$ cat src/rtl/fir_pkg.sv
// rtl/fir_pkg.sv - shared kill/propagate/generate codes, code vector type and accumulator states
package fir_pkg;

  localparam logic [7:0] KPG_K = 8'h6B;
  localparam logic [7:0] KPG_P = 8'h70;
  localparam logic [7:0] KPG_G = 8'h67;

  typedef logic [31:0][7:0] kpg_vec_t;

  typedef enum logic [1:0] {
    IDLE = 2'd0,
    ACC  = 2'd1,
    DONE = 2'd2
  } state_e;

endpackage

$ cat src/rtl/kpg_encode.sv
// rtl/kpg_encode.sv - combinational per-bit kill/propagate/generate encoder for two 32-bit operands
module kpg_encode
  import fir_pkg::*;
(
  input  logic [31:0]      a_i,
  input  logic [31:0]      b_i,
  output logic [31:0][7:0] kpg_o
);

  always_comb begin
    kpg_o = '0;
    for (int i = 0; i < 32; i++) begin
      if (!a_i[i] && !b_i[i]) begin
        kpg_o[i] = KPG_K;
      end else if (a_i[i] && b_i[i]) begin
        kpg_o[i] = KPG_G;
      end else begin
        kpg_o[i] = KPG_P;
      end
    end
  end

endmodule

$ cat src/rtl/fir_prefix_acc.sv
// rtl/fir_prefix_acc.sv - TAPS-product accumulator wrapped around an external 32-bit prefix-carry network
// Optional sticky carry-out flag built only when FIR_ACC_OVF_EN is defined.
module fir_prefix_acc
  import fir_pkg::*;
#(
  parameter int TAPS = 8
) (
  input  logic             clk,
  input  logic             rst_n,
  input  logic             start,
  input  logic             in_valid,
  output logic             in_ready,
  input  logic [31:0]      in_data,
  output logic [31:0][7:0] ppc_x,
  input  logic [31:0][7:0] ppc_y,
  output logic             out_valid,
  input  logic             out_ready,
  output logic [31:0]      out_data,
  output logic             out_ovf
);

  localparam int CNT_W = $clog2(TAPS + 1);
  localparam logic [CNT_W-1:0] TAPS_C = CNT_W'(TAPS);

  state_e           state_q, state_d;
  logic [31:0]      acc_q, acc_d;
  logic [31:0]      b_reg_q, b_reg_d;
  logic             b_vld_q, b_vld_d;
  logic [CNT_W-1:0] cnt_q, cnt_d;

  logic [31:0] carry;
  logic [31:0] sum;
  logic        carry_out;
  logic        accept;

  kpg_encode u_kpg_encode (
    .a_i   (acc_q),
    .b_i   (b_reg_q),
    .kpg_o (ppc_x)
  );

  // Carry into bit i is the resolved group code of bits [i-1:0]; anything but G is no carry.
  always_comb begin
    carry = '0;
    for (int i = 1; i < 32; i++) begin
      carry[i] = (ppc_y[i-1] == KPG_G);
    end
  end

  assign sum       = acc_q ^ b_reg_q ^ carry;
  assign carry_out = (ppc_y[31] == KPG_G);
  assign out_data  = acc_q;

  always_comb begin
    state_d   = state_q;
    acc_d     = acc_q;
    b_reg_d   = b_reg_q;
    b_vld_d   = b_vld_q;
    cnt_d     = cnt_q;
    in_ready  = 1'b0;
    out_valid = 1'b0;
    accept    = 1'b0;
    case (state_q)
      IDLE: begin
        if (start) begin
          acc_d   = '0;
          cnt_d   = '0;
          b_vld_d = 1'b0;
          state_d = ACC;
        end
      end
      ACC: begin
        in_ready = (cnt_q < TAPS_C);
        accept   = in_valid && in_ready;
        // The pending product is summed while the next one loads into b_reg.
        if (b_vld_q) begin
          acc_d = sum;
        end
        b_vld_d = accept;
        if (accept) begin
          b_reg_d = in_data;
          cnt_d   = cnt_q + CNT_W'(1);
        end
        if ((cnt_q == TAPS_C) && !b_vld_q) begin
          state_d = DONE;
        end
      end
      DONE: begin
        out_valid = 1'b1;
        if (out_ready) begin
          state_d = IDLE;
        end
      end
      default: state_d = IDLE;
    endcase
  end

  always_ff @(posedge clk or negedge rst_n) begin
    if (!rst_n) begin
      state_q <= IDLE;
      acc_q   <= '0;
      b_reg_q <= '0;
      b_vld_q <= 1'b0;
      cnt_q   <= '0;
    end else begin
      state_q <= state_d;
      acc_q   <= acc_d;
      b_reg_q <= b_reg_d;
      b_vld_q <= b_vld_d;
      cnt_q   <= cnt_d;
    end
  end

`ifdef FIR_ACC_OVF_EN
  logic ovf_q, ovf_d;

  always_comb begin
    ovf_d = ovf_q;
    if ((state_q == IDLE) && start) begin
      ovf_d = 1'b0;
    end else if ((state_q == ACC) && b_vld_q && carry_out) begin
      ovf_d = 1'b1;
    end
  end

  always_ff @(posedge clk or negedge rst_n) begin
    if (!rst_n) begin
      ovf_q <= 1'b0;
    end else begin
      ovf_q <= ovf_d;
    end
  end

  assign out_ovf = ovf_q;
`else
  logic unused_carry_out;
  assign unused_carry_out = carry_out;
  assign out_ovf          = 1'b0;
`endif

endmodule

$ cat config.mk
export PLATFORM = sky130hd
export DESIGN_NAME = fir_prefix_acc
export DESIGN_NICKNAME = d
export VERILOG_FILES = /design/src/rtl/fir_pkg.sv /design/src/rtl/kpg_encode.sv /design/src/rtl/fir_prefix_acc.sv
export SDC_FILE = /design/constraint.sdc
export NUM_CORES = 1
export LEC_CHECK = 0
export CORE_AREA = 2 2 224 226
export DETAILED_ROUTE_END_ITERATION = 8
export DIE_AREA = 0 0 226 228
export MAX_ROUTING_LAYER = met4
export RECOVER_POWER = 25
export SLEW_MARGIN = 5
export SYNTH_ARGS = -nofsm -noshare
export SYNTH_HDL_FRONTEND = slang
export SYNTH_HIERARCHICAL = 1
export SYNTH_SLANG_ARGS = --single-unit
export TNS_END_PERCENT = 10
$ cat constraint.sdc
create_clock -name clk -period 1.5 [get_ports clk]
set_clock_uncertainty 0.15 [all_clocks]
set_input_delay 0.3 -clock clk [delete_from_list [all_inputs] [get_ports clk]]
set_output_delay 0.3 -clock clk [all_outputs]
set_load 0.005 [all_outputs]
==> results.json <==
{
  "fin_hold_ws_ns": 0.3773,
  "rows": 82,
  "die_x_microns": 226,
  "hold_path_class": "reg2reg",
  "grt_pass1_vias": 6975,
  "slew_headroom": 0.5031,
  "drc_errors": 0,
  "rsz0062_at_grt": "true",
  "setup_violations": 234,
  "p_leak_nw": 5.745,
  "worst_pin_slew_ns": 0.7453,
  "pre_cts_slack_ns": -0.4407,
  "cp-start-kind": "flip-flop",
  "firstDrtPassIters": 4,
  "cts_tree": "built",
  "vdd_drop_max_v": 0.0009766,
  "fmax_mhz": 563.2,
  "end_kind": "output port",
  "async_reset_ff_frac": 1.000,
  "portBuffers": 478,
  "report.final.slew_viol_count": 0,
  "synthCells": 691,
  "drv_cap": 0,
  "grt_start_max_net_pins": 72,
  "totalWireLength_microns": 27430,
  "synth_flop_cell": "dfrtp_1",
  "worstSetupPathType": "reg2out",
  "finalNonFillerCells": 1908,
  "hpwl_microns": 21860,
  "drive_gt1_frac": 0.4125,
  "syn_area_per_cell_sq_um": 9.475,
  "fin_ws_ns": -0.2756,
  "drt-initial-drc-count": 121,
  "yosysWarnings": 6,
  "required_ns": 1.05,
  "synth_edf_count": 0,
  "antenna_found_initial": 2,
  "overflow": 0,
  "grt.total_usage": 0.1035,
  "syn_to_final_growth_pct": 97.97,
  "ys_seq_area_frac": 0.2714,
  "vias_per_cell": 3.494,
  "crit_arrival_ns": 1.33,
  "nNetsFinal": 1588,
  "nFillCells": 5297,
  "ys_ff_latch": 71,
  "synth.cell_area_sq_mm": 0.006548,
  "cts_buffer_depth": 2,
  "avgRoutedWirePerCell_microns": 14.37,
  "core_sq_mm": 0.04935,
  "clockRootBuffer": "clkbuf_16",
  "outcome": "complete, but fails checks",
  "dr_total_vias": 6667,
  "io_pins": 584,
  "clkSinkCount": 71,
  "cts_buffers": 9,
  "violations": "negative setup slack",
  "clkSlewWorstSetupHoldPaths_ns": 0.07,
  "fin_crit_ns": 1.776,
  "post-route-period-util": 1.184,
  "gp_congestion": 0.8263,
  "power_density_mw_per_mm2": 1962,
  "ys_types": 35,
  "initial_core_util": 0.1327,
  "clk_latency_ns": 0.38,
  "ant_nets": 0,
  "h-tree-depth": 3,
  "crit_path_max_fanout": 2,
  "die-area_sq_mm": 0.05153,
  "grt_first_pass_wirelength_microns": 38960,
  "hold_violations": 0,
  "placed_cells": 1878,
  "dieHeight_microns": 228,
  "fin_setup_tns_ns": -37.88
}
layout make-up:
type / instances / area (sq um) / area share
sequential: 71 / 1777 / 0.1371
multi-input combinational: 472 / 4265 / 0.3291
clock inverter: 7 / 103.9 / 0.008012
inverter: 99 / 376.6 / 0.02905
tap: 672 / 840.8 / 0.06486
antenna: 2 / 5.005 / 0.0003861
timing repair buffer: 576 / 5369 / 0.4142
clock buffer: 9 / 225.2 / 0.01737
cells in the final DEF, fill, tap and decap left out, drive strengths merged, types with 2 or more instances in the layout:
| cell type | Yosys | final |
|---|---|---|
| clkdlybuf4s50 | 0 | 283 |
| buf | 143 | 235 |
| inv | 99 | 102 |
| conb | 3 | 97 |
| dfrtp | 71 | 71 |
| ha | 66 | 66 |
| clkbuf | 0 | 52 |
| nor2 | 36 | 36 |
| o21ai | 33 | 33 |
| mux2 | 32 | 32 |
| nand4bb | 31 | 31 |
| nand4b | 31 | 31 |
| o21a | 31 | 31 |
| nor3 | 31 | 31 |
| a21bo | 31 | 31 |
| o31ai | 31 | 31 |
| clkdlybuf4s15 | 0 | 13 |
| nand2 | 4 | 4 |
| nor2b | 3 | 3 |
| diode | 0 | 2 |
| xor2 | 2 | 2 |
| clkinv | 0 | 2 |
| bufinv | 0 | 2 |
| nand3b | 2 | 2 |
power breakdown:
group / internal (W) / switching, W
clock: 0.00148 / 0.00105
sequential: 0.00286 / 0.000719
combinational: 0.0112 / 0.00815
total: 0.0155 / 0.00991
metal layers:
metal  global-route usage  wire (microns)  share of wire  vias to the layer above
met4              0.03249             484          0.018                        0
met2               0.1822           13970           0.51                      313
met3              0.03233            2088          0.076                       24
li1                     -               -              -                     3246
met1               0.1097           10890           0.40                     3084
met5                    -               0              0                        -
worst paths after layout:
path	from	to	slack (ns)	depth (start not counted)
min in group asynchronous	rst_n	out_data[29]$_DFFE_PN0P_	0.48	3
setup reg to reg	state_q[0]$_DFFE_PN0P_	out_data[21]$_DFFE_PN0P_	-0.27	7
setup / recovery	out_data[14]$_DFFE_PN0P_	ppc_x[112]	-0.28	4
hold / removal	cnt_q[0]$_DFFE_PN0P_	cnt_q[0]$_DFFE_PN0P_	0.38	1
max in group asynchronous	rst_n	out_data[15]$_DFFE_PN0P_	0.21	3
hold reg to reg	cnt_q[0]$_DFFE_PN0P_	cnt_q[0]$_DFFE_PN0P_	0.38	1
synth_stat cells, types with 6 or more instances:
cell type	count	area [sq um]
buf_2	6	30.03
mux2_4	28	420.4
nor2_1	35	131.4
o21a_1	31	232.7
dfrtp_1	71	1777
a21bo_1	7	70.07
nand4b_1	31	271.5
ha_1	66	825.8
o31ai_1	31	232.7
nand4bb_1	31	349.1
buf_4	133	998.5
nor3_1	31	155.2
inv_1	99	371.6
a21bo_2	24	240.2
o21ai_0	33	165.2
per-stage QoR:
| step | utilization | area [sq um] | total power [W] |
|---|---|---|---|
| 3_3_place_gp | 0.2473 | 12200 | 0.02157 |
| 6_report | 0.2627 | 12960 | 0.02543 |
| 5_1_grt | 0.2627 | 12960 | 0.02755 |
| 2_1_floorplan | - | 6912 | 0.01133 |
| 3_5_place_dp | 0.2473 | 12200 | 0.02176 |
| 4_1_cts | 0.2585 | 12760 | 0.02445 |
registers in the layout (all words and copies together) (netlist names):
register,flops
state_q,2
cnt_q,4
b_reg_q,32
b_vld_q,1
out_data,32
worst max-delay path, cell delays in order (launching register included):
cell,delay [ns]
dfrtp_1,0.39
inv_2,0.06
ha_4,0.28
inv_2,0.03
clkdlybuf4s15_1,0.19
repair_timing:
item,in CTS,in global routing
buffers inserted,8,3
endpoints found under the hold margin,71,0
hold buffers,1,0
setup endpoints to repair,261,260
pin swaps,25,12
gates cloned,0,3
gates resized for setup,820,160
cells by family (layout without fill, tap and decap cells):
family | Yosys count | in the layout | share of synthesized area
buffers and inverters | 242 | 691 | 0.2207
AO/OA/AOI/OAI | 131 | 131 | 0.1498
multiplexers | 33 | 33 | 0.07262
flip-flops | 71 | 71 | 0.2714
adder cells (fa/ha/maj) | 66 | 66 | 0.1261
AND/OR/NAND/NOR | 143 | 143 | 0.1550
other | 3 | 99 | 0.001720
XOR/XNOR | 2 | 2 | 0.002676
Note: power is estimated with default switching activity, not from simulation.
